===== config.mk =====
export PLATFORM = sky130hd
export DESIGN_NAME = fb_scanout
export DESIGN_NICKNAME = d
export VERILOG_FILES = /design/src/rtl/fb_scanout.sv
export SDC_FILE = /design/constraint.sdc
export NUM_CORES = 1
export LEC_CHECK = 0
export ABC_AREA = 0
export ABC_CLOCK_PERIOD_IN_PS = 2350
export CORE_MARGIN = 8
export CORE_UTILIZATION = 35
export CTS_CLUSTER_DIAMETER = 100
export CTS_CLUSTER_SIZE = 28
export DETAILED_ROUTE_END_ITERATION = 8
export GPL_TIMING_DRIVEN = 0
export PLACE_DENSITY_LB_ADDON = 0.3
export SLEW_MARGIN = 20
export SYNTH_ARGS = -nofsm -noshare
export SYNTH_HDL_FRONTEND = slang
export SYNTH_SLANG_ARGS = --single-unit

===== constraint.sdc =====
create_clock -name clk -period 2.35 [get_ports clk]
set_input_delay 0.235 -clock clk [delete_from_list [all_inputs] [get_ports clk]]
set_output_delay 0.235 -clock clk [all_outputs]
set_load 0.02 [all_outputs]

===== src/rtl/fb_scanout.sv =====
// 640x480@60 scanout of a 32x32 cell framebuffer with a one-entry host write slot.
// Host writes are committed to the framebuffer RAM only while the beam is in blanking.
//
// wr_state | meaning
// WR_IDLE  | slot empty, wr_ready high
// WR_PEND  | host write held, waiting for blanking to commit
module fb_scanout #(
  parameter int CELL_W = 20,
  parameter int CELL_H = 15
) (
  input  logic       clk,
  input  logic       rst,
  input  logic       wr_valid,
  output logic       wr_ready,
  input  logic [9:0] wr_addr,
  input  logic [3:0] wr_data,
  output logic [9:0] ram_addr,
  output logic [3:0] ram_din,
  output logic       ram_we,
  input  logic [3:0] ram_dout,
  output logic       vga_hsync,
  output logic       vga_vsync,
  output logic [2:0] vga_r,
  output logic [2:0] vga_g,
  output logic [2:0] vga_b,
  output logic       frame_start
);

  localparam int HCW = $clog2(CELL_W + 1);
  localparam int VCW = $clog2(CELL_H + 1);

  typedef enum logic {WR_IDLE, WR_PEND} wr_state_t;

  wr_state_t      wr_state, wr_state_nxt;
  logic           running;
  logic [9:0]     h, v;
  logic [HCW-1:0] hc;
  logic [VCW-1:0] vc;
  logic [4:0]     col, row;
  logic [9:0]     hold_addr;
  logic [3:0]     hold_data;
  logic           h_wrap, v_wrap, act_c, hs_c, vs_c;
  logic           accept, commit;
  logic           act1, hs1, vs1, act2, hs2, vs2;

  assign h_wrap = (h == 10'd799);
  assign v_wrap = (v == 10'd524);
  // The hold cycle right after reset release is treated as blanking.
  assign act_c  = running && (h < 10'd640) && (v < 10'd480);
  assign hs_c   = !((h >= 10'd656) && (h <= 10'd751));
  assign vs_c   = !((v >= 10'd490) && (v <= 10'd491));

  // Counters hold at (0,0) for one clk after release so frame_start marks the first frame.
  always_ff @(posedge clk or posedge rst) begin
    if (rst) begin
      running     <= 1'b0;
      frame_start <= 1'b0;
      h           <= '0;
      v           <= '0;
      hc          <= '0;
      vc          <= '0;
      col         <= '0;
      row         <= '0;
    end else begin
      running     <= 1'b1;
      frame_start <= !running || (h_wrap && v_wrap);
      if (running) begin
        if (h_wrap) begin
          h   <= '0;
          hc  <= '0;
          col <= '0;
          if (v_wrap) begin
            v   <= '0;
            vc  <= '0;
            row <= '0;
          end else begin
            v <= v + 10'd1;
            if (vc == VCW'(CELL_H - 1)) begin
              vc  <= '0;
              row <= row + 5'd1;
            end else begin
              vc <= vc + VCW'(1);
            end
          end
        end else begin
          h <= h + 10'd1;
          if (hc == HCW'(CELL_W - 1)) begin
            hc  <= '0;
            col <= col + 5'd1;
          end else begin
            hc <= hc + HCW'(1);
          end
        end
      end
    end
  end

  always_ff @(posedge clk or posedge rst) begin
    if (rst) wr_state <= WR_IDLE;
    else     wr_state <= wr_state_nxt;
  end

  always_comb begin
    wr_state_nxt = wr_state;
    accept       = 1'b0;
    commit       = 1'b0;
    case (wr_state)
      WR_IDLE: begin
        if (wr_valid) begin
          accept       = 1'b1;
          wr_state_nxt = WR_PEND;
        end
      end
      WR_PEND: begin
        if (!act_c) begin
          commit       = 1'b1;
          wr_state_nxt = WR_IDLE;
        end
      end
      default: wr_state_nxt = WR_IDLE;
    endcase
  end

  assign wr_ready = (wr_state == WR_IDLE);

  always_ff @(posedge clk or posedge rst) begin
    if (rst) begin
      hold_addr <= '0;
      hold_data <= '0;
    end else if (accept) begin
      hold_addr <= wr_addr;
      hold_data <= wr_data;
    end
  end

  // Stage 1: RAM address/write port, shared between scanout reads and commits.
  always_ff @(posedge clk or posedge rst) begin
    if (rst) begin
      ram_we   <= 1'b0;
      ram_addr <= '0;
      ram_din  <= '0;
      act1     <= 1'b0;
      hs1      <= 1'b1;
      vs1      <= 1'b1;
    end else begin
      ram_we <= commit;
      act1   <= act_c;
      hs1    <= hs_c;
      vs1    <= vs_c;
      if (commit) begin
        ram_addr <= hold_addr;
        ram_din  <= hold_data;
      end else begin
        ram_addr <= {row, col};
      end
    end
  end

  // Stage 2 waits on RAM read data; stage 3 registers the palette lookup.
  always_ff @(posedge clk or posedge rst) begin
    if (rst) begin
      act2      <= 1'b0;
      hs2       <= 1'b1;
      vs2       <= 1'b1;
      vga_hsync <= 1'b1;
      vga_vsync <= 1'b1;
      vga_r     <= '0;
      vga_g     <= '0;
      vga_b     <= '0;
    end else begin
      act2      <= act1;
      hs2       <= hs1;
      vs2       <= vs1;
      vga_hsync <= hs2;
      vga_vsync <= vs2;
      if (act2) begin
        vga_r <= {ram_dout[2], ram_dout[3], ram_dout[2]};
        vga_g <= {ram_dout[1], ram_dout[3], ram_dout[1]};
        vga_b <= {ram_dout[0], ram_dout[3], ram_dout[0]};
      end else begin
        vga_r <= '0;
        vga_g <= '0;
        vga_b <= '0;
      end
    end
  end

endmodule

# After elaboration in Yosys (flattened, before gate mapping)
# Index checks and enable logic that the tools add are counted.
[op_classes]
eq_ne = 4
addsub = 6
reduce_logical = 14
muxes = 20
bitwise_logic = 1
magnitude_cmp = 6
[ops]
columns = ["operator", "count"]
rows = [
  ["$mux W10", 3],
  ["$mux W5", 6],
  ["$add A10 B1 Y10 const B", 2],
  ["$eq A10 B10 Y1 const B", 2],
  ["$add A5 B1 Y5 const B", 3],
  ["$ge A10 B10 Y1 const B", 1],
  ["$ge A10 B9 Y1 const B", 1],
  ["$le A10 B10 Y1 const B", 1],
  ["$le A10 B9 Y1 const B", 1],
  ["$lt A10 B10 Y1 const B", 1],
  ["$lt A10 B9 Y1 const B", 1],
  ["$mux W3", 3],
  ["$mux W4", 2],
  ["$eq A5 B5 Y1 const B", 1],
  ["$logic_and A1 B1 Y1", 5],
  ["$mux W1", 5],
  ["$add A4 B1 Y4 const B", 1],
  ["$eq A4 B4 Y1 const B", 1],
  ["$reduce_and A2 Y1", 2],
  ["$reduce_bool A2 Y1", 2],
  ["$logic_not A1 Y1", 3],
  ["$reduce_and A3 Y1", 1],
  ["$pmux W1 S2", 1],
  ["$logic_or A1 B1 Y1", 1],
  ["$not A1 Y1", 1],
]
[word_totals]
register_bits = 88
input_bits = 21
elab_cells = 76

# Longest topological paths before layout
# Gate-level depths: netlist of the first run.
[depth]
depth_word = 6
mapped_depth = 7
depth_no_buf = 6

# Worst setup path after synthesis of the first run
# OpenSTA, ideal clock, no wires.
[synth_path]
path_kind = "register -> register"
from = "register v[0]"
to = "register vc[0]"
slack_ns = 0.610
t_required_ns = 2.276
period_less_slack_ns = 1.740
setup_ns = 0.074
path_stages_with_launch = 8
n_path_buf = 1
t_arrival_ns = 1.666
path_cell_list = "dfrtp_1 -> inv_1 -> ha_1 -> and4bb_1 -> and4_1 -> buf_2 -> or4_4 -> o21ai_2"
[synth_between]
elab_chain_cells = 2
[synth_lines]
columns = ["item", "line", "source"]
rows = [
  ["start, declared", "36", "logic [9:0] h, v;"],
  ["start signal, assigned", "77", "v <= v + 10'd1;"],
  ["$eq A10 B10 Y1", "47", "assign v_wrap = (v == 10'd524);"],
  ["$mux W4", "72", "if (v_wrap) begin"],
  ["end signal, assigned", "82", "vc <= vc + VCW'(1);"],
  ["end, declared", "38", "logic [VCW-1:0] vc;"],
]
# No other way between the ends.
# A chain may end at the register's enable or synchronous reset.

# Worst setup path in the final report of the first run
[layout_path]
from = "register h[0]"
to = "register vc[2]"
[layout_between]
elab_chain_cells = 2
[layout_lines]
columns = ["item", "line", "source"]
rows = [
  ["start, declared", "36", ""],
  ["start signal, assigned", "86", "h <= h + 10'd1;"],
  ["$eq A10 B10 Y1", "46", "assign h_wrap = (h == 10'd799);"],
  ["$reduce_and A2 Y1 (no line)", "--", ""],
]
# No other way between the ends.

==> results of run 1 <==
## metal layers
metal | global-route usage | wire length, um | vias to the layer above
li1 | - | - | 1169
met1 | 0.139 | 3330 | 1213
met2 | 0.180 | 3530 | 39
met3 | 0.0267 | 243 | 9
met4 | 0.0480 | 102 | 0
met5 | 0 | 0 | -
## registers in the layout, summed over array words and instances, names as in the netlist, 2 cells and up
signal,cells
vc,4
vga_b,2
v,10
row,5
ram_addr,10
hold_data,4
h,10
hold_addr,10
ram_din,4
hc,5
col,5
## area by class of cell
| type | count | area (um^2) |
|---|---|---|
| well taps | 136 | 170 |
| fillers | 949 | 5660 |
| clock inverters | 6 | 68.8 |
| flip-flops and latches | 83 | 2080 |
| repair buffers | 50 | 528 |
| plain buffers | 15 | 105 |
| inverters | 11 | 45.0 |
| clock buffers | 10 | 138 |
| multi-input cells | 187 | 1430 |
## stage by stage
stage          std cells  setup slack, ps  hold slack [ps]   util  total power, mW
2_1_floorplan        296              610              331      -             2.31
3_3_place_gp         480              205              346  0.422             2.57
3_5_place_dp         482              390              347  0.426             2.61
4_1_cts              498              428              345  0.446             3.69
5_1_grt              498              239              368  0.446             3.86
6_report             498              403              331  0.446             3.63
## worst max-delay path by stage
stage,from,to,cells past startpoint
final,h[0]$_DFFE_PP0P_,vc[2]$_DFFE_PP0P_,6
after global routing,v[0]$_DFFE_PP0P_,row[1]$_DFFE_PP0P_,7
after CTS,h[1]$_DFFE_PP0P_,vc[2]$_DFFE_PP0P_,6
after detailed placement,wr_valid,hold_data[0]$_DFFE_PP0P_,5
after global placement,rst,h[3]$_DFFE_PP0P_,2
after floorplan,v[0]$_DFFE_PP0P_,vc[0]$_DFFE_PP0P_,7
## kinds of logic (layout without fill, tap and decap cells)
kind of cell | after synthesis | after routing | share of synthesized area
buffers and inverters | 26 | 92 | 0.0400
other | 1 | 1 | 0.00103
XOR/XNOR | 16 | 16 | 0.0383
multiplexers | 30 | 30 | 0.101
AND/OR/NAND/NOR | 94 | 94 | 0.147
flip-flops | 83 | 83 | 0.570
adder cells (fa/ha/maj) | 9 | 9 | 0.0308
AO/OA/AOI/OAI | 37 | 37 | 0.0718
## worst max-delay path, stage by stage (launching register included)
cell     delay, ps
dfrtp_1        370
ha_1           210
and3_1         260
and3_1         340
buf_2          300
o31ai_1        110
a22o_1         240
## cell usage in the layout (no fill, tap or decap), types with 5 or more instances in the layout
cell and n:
inv_1 10, dfstp_2 6, clkdlybuf4s50_1 48, and3_1 5, nand4_1 12, xor2_1 8
mux2_2 19, o21ai_0 11, mux2_4 9, dfrtp_1 77, clkbuf_8 10, nand3_1 13
ha_1 9, a22o_1 5, buf_4 5, nand2_1 20, nor2_1 12, nor2b_1 5
xnor2_1 8, buf_2 5, nor3_1 6
## power by group
group          switching, mW  internal (mW)
Clock                  0.533          0.530
Combinational          0.347          0.408
Sequential             0.162           1.65
Total                   1.04           2.59
==> impl_metrics.env, run 1 <==
export IMPL_outcome="finished, final reports clean"
export IMPL_antenna_found_initial=0
export IMPL_tightest_slew_ps=679
export IMPL_cp_required_ps=2580
export IMPL_clockRootBuffer="clkbuf_8"
export IMPL_drcViolationCount=0
export IMPL_yosys_area_top_type="dfrtp_1"
export IMPL_syn_num_nets=326
export IMPL_setup_viol=0
export IMPL_placed_area_um2=4360
export IMPL_final_max_slew_viol_count=0
export IMPL_synth_most_common_cell="dfrtp_1"
export IMPL_avgSynthCellArea_um2=12.4
export IMPL_powerDensity_nw_per_um2=795
export IMPL_synth_edf_count=0
export IMPL_viasPerCell=4.88
export IMPL_crit_fanout=10
export IMPL_rows=37
export IMPL_wl_mm=7.20
export IMPL_io_buffers=48
export IMPL_post_cts_buffers=0
export IMPL_slew_headroom=0.547
export IMPL_grt_pass1_vias=2637
export IMPL_hold_viol=0
export IMPL_clockBufferDepth=2
export IMPL_critPathLaunchType="flop"
export IMPL_vias=2430
export IMPL_finalCriticalPeriod_ps=1950
export IMPL_hold_path_class="input port to asynchronous set/reset pin"
export IMPL_fin_crit_sh=0.829
export IMPL_final_setup_tns_ps=0
export IMPL_grt_overflow=0
export IMPL_cts_buffers=9
export IMPL_fin_nets=387
export IMPL_core_area_um2=10200
export IMPL_ys_flop_type="dfrtp_1"
export IMPL_area_growth_pct=24.8
export IMPL_reg2reg_slack_ps=400
export IMPL_worstSetupPathType="flop to flop"
export IMPL_synth_area_um2=3660
export IMPL_post_dp_hpwl_mm=5.17
export IMPL_synth_distinct_cells=51
export IMPL_detail_route_iter0_violations=96
export IMPL_diodes=0
export IMPL_firstDrtPassIters=4
export IMPL_power_leakage_nw=2.03
export IMPL_ys_ff_latch=83
export IMPL_ioPinCount=49
export IMPL_ys_seq_area_frac=0.570
export IMPL_initial_utilization=0.358
export IMPL_grt_max_degree=33
export IMPL_grt_first_pass_wirelength_mm=13.0
export IMPL_yosysWarnings=0
export IMPL_worstPathArrival_ps=2170
export IMPL_worstSkewPairLatency_ps=350
export IMPL_synth_area_top_cells="dfrtp_1 53%, mux2_2 5.8%, dfstp_2 4.3%, mux2_4 3.7%, ha_1 3.1%"
export IMPL_wire_per_inst_um=14.5
export IMPL_ff2ff_path_depth=6
export IMPL_reg2reg_from="h[0]$_DFFE_PP0P_"
export IMPL_drive_gt1_frac=0.199
export IMPL_peakVddDrop_uv=291
export IMPL_maxCapViolCount=0
export IMPL_die_area_um2=14000
export IMPL_yosys_area_top_type_share=0.527
export IMPL_cts_max_level=3
export IMPL_cts_hold_buffers=0
export IMPL_clock_fmax_mhz=513
export IMPL_die_w_um=118
export IMPL_post_route_cell_area_um2=4570
export IMPL_r2r_end="vc[2]$_DFFE_PP0P_"
export IMPL_place_gp_congestion=0.763
export IMPL_clk_pin_slew_ps=90
export IMPL_die_y_um=118
export IMPL_synthTopCellsByCount="77 x dfrtp_1, 20 x nand2_1, 19 x mux2_2, 13 x nand3_1"
export IMPL_ant_nets=0
export IMPL_crit_path_end_kind="flop"
export IMPL_rsz0062_at_grt="no"
export IMPL_numClockSinks=83
export IMPL_synth_cells=296
export IMPL_grt_total_usage=0.111
export IMPL_skew_ps=13.2
export IMPL_async_flop_share=1.00
export IMPL_cts_resized=0
export IMPL_tritoncts="yes"
No activity file was read; power rests on OpenSTA's default activity.
==> run 2: changes to the inputs <==
--- a/config.mk
+++ b/config.mk
@@ -6,7 +6,7 @@
 export NUM_CORES = 1
 export LEC_CHECK = 0
 export ABC_AREA = 0
-export ABC_CLOCK_PERIOD_IN_PS = 2350
+export ABC_CLOCK_PERIOD_IN_PS = 2050
 export CORE_MARGIN = 8
 export CORE_UTILIZATION = 35
 export CTS_CLUSTER_DIAMETER = 100
==> constraint.sdc (replaced) <==
create_clock -name clk -period 2.05 [get_ports clk]
set_input_delay 0.205 -clock clk [delete_from_list [all_inputs] [get_ports clk]]
set_output_delay 0.205 -clock clk [all_outputs]
set_load 0.02 [all_outputs]
==> impl_metrics.env, run 2 (synthesis results as in run 1) <==
export IMPL_multi_input_area_um2=1430
export IMPL_cts_resized=0
export IMPL_wl_mm=7.20
export IMPL_powerDensity_nw_per_um2=911
export IMPL_die_w_um=118
export IMPL_clockRootBuffer="clkbuf_8"
export IMPL_fin_crit_sh=0.929
export IMPL_layout_common_cells="77 x dfrtp_1, 48 x clkdlybuf4s50_1, 20 x nand2_1, 19 x mux2_2, 13 x nand3_1"
export IMPL_crit_fanout=10
export IMPL_hold_viol=0
export IMPL_vias=2435
export IMPL_rsz0062_at_grt="no"
export IMPL_hold_path_class="input port to asynchronous set/reset pin"
export IMPL_die_area_um2=14000
export IMPL_cts_hold_buffers=0
export IMPL_io_buffers=48
export IMPL_finalCriticalPeriod_ps=1900
export IMPL_initial_utilization=0.358
export IMPL_worstSetupPathType="flop to flop"
export IMPL_fin_nets=387
export IMPL_power_switching_mw=1.20
export IMPL_place_inst=482
export IMPL_grt_pass1_vias=2637
export IMPL_grt_overflow=0
export IMPL_rows=37
export IMPL_maxCapViolCount=0
export IMPL_clkPwrFrac=0.294
export IMPL_ioPinCount=49
export IMPL_worstSkewPairLatency_ps=350
export IMPL_p_int_mw=2.97
export IMPL_antenna_found_initial=0
export IMPL_cp_required_ps=2320
export IMPL_diodes=0
export IMPL_final_core_util=0.447
export IMPL_wire_per_inst_um=14.4
export IMPL_ff_latch_area_um2=2080
export IMPL_cts_buffers=9
export IMPL_grt_total_usage=0.111
export IMPL_area_growth_pct=24.9
export IMPL_slew_headroom=0.547
export IMPL_p_comb_frac=0.207
export IMPL_outcome="finished, final reports clean"
export IMPL_core_area_um2=10200
export IMPL_numClockSinks=83
export IMPL_final_max_slew_viol_count=0
export IMPL_switching_share=0.288
export IMPL_drcViolationCount=0
export IMPL_num_fill_cells=951
export IMPL_ant_nets=0
export IMPL_cts_max_level=3
export IMPL_setup_viol=0
export IMPL_peakVddDrop_uv=333
export IMPL_die_y_um=118
export IMPL_place_gp_congestion=0.763
export IMPL_power_leakage_nw=2.03
export IMPL_post_cts_buffers=0
export IMPL_layout_cells_non_filler=498
export IMPL_firstDrtPassIters=4
export IMPL_grt_first_pass_wirelength_mm=13.0
export IMPL_clk_pin_slew_ps=90
export IMPL_tritoncts="yes"
export IMPL_detail_route_iter0_violations=97
export IMPL_crit_path_end_kind="flop"
export IMPL_skew_ps=13.2
export IMPL_layout_commonest_cell="dfrtp_1"
export IMPL_grt_max_degree=33
export IMPL_clockBufferDepth=2
export IMPL_p_seq_frac=0.499
export IMPL_drive_gt1_frac=0.204
export IMPL_viasPerCell=4.89
export IMPL_post_dp_hpwl_mm=5.17
export IMPL_critPathLaunchType="flop"
export IMPL_tightest_slew_ps=678
export IMPL_clock_fmax_mhz=525
export IMPL_worstPathArrival_ps=2170
==> run 2: stage by stage <==
step	setup slack, ps	total power [mW]	hold slack (ps)	instance area [um^2]	TNS, ps
CTS	128	4.22	315	4570	0
detailed placement	120	2.99	347	4360	0
global placement	-65.0	2.94	346	4310	-4560
floorplan	310	2.65	331	3660	0
finish	146	4.16	300	4570	0
global route	29.8	4.42	341	4570	0
==> run 2: final timing paths <==
| path | depth (start not counted) | to | from | slack [ps] |
|---|---|---|---|---|
| worst max-delay path | 7 | vc[0]$_DFFE_PP0P_ | v[0]$_DFFE_PP0P_ | 150 |
| worst min-delay path | 2 | hold_data[0]$_DFFE_PP0P_ | rst | 300 |
| worst max register to register | 7 | vc[0]$_DFFE_PP0P_ | v[0]$_DFFE_PP0P_ | 150 |
| worst min register to register | 0 | vs2$_DFF_PP1_ | vs1$_DFF_PP1_ | 360 |
| max in group asynchronous | 4 | col[0]$_DFFE_PP0P_ | rst | 980 |
| min in group clk | 0 | vs2$_DFF_PP1_ | vs1$_DFF_PP1_ | 360 |
==> run 2: metal layers <==
layer,share of wire,GRT usage,vias to the layer above
met5,0,0,-
met1,0.46,0.139,1214
met3,0.035,0.0267,9
met4,0.015,0.0480,0
li1,-,-,1171
met2,0.49,0.180,41
==> run 2: final cells by class <==
class | count | share of cell area
inverters | 11 | 0.00985
multi-input cells | 187 | 0.313
repair buffers | 50 | 0.116
well taps | 136 | 0.0372
plain buffers | 15 | 0.0230
clock buffers | 10 | 0.0301
flip-flops and latches | 83 | 0.456
clock inverters | 6 | 0.0151
==> run 2: power groups by stage <==
stage | clock network [mW] | logic, mW | registers (mW)
after detailed placement | 0 | 0.880 | 2.11
after CTS | 1.26 | 0.883 | 2.08
after global placement | 0 | 0.843 | 2.10
final | 1.22 | 0.863 | 2.08
after floorplan | 0 | 0.497 | 2.15
after global routing | 1.33 | 0.972 | 2.12
==> run 2: critical path, stage by stage (launching register included) <==
cell and delay, ps:
dfrtp_1 440, inv_1 90, ha_1 190, and4bb_1 200, and4_1 180, buf_2 180
or4_4 500, o21ai_2 70
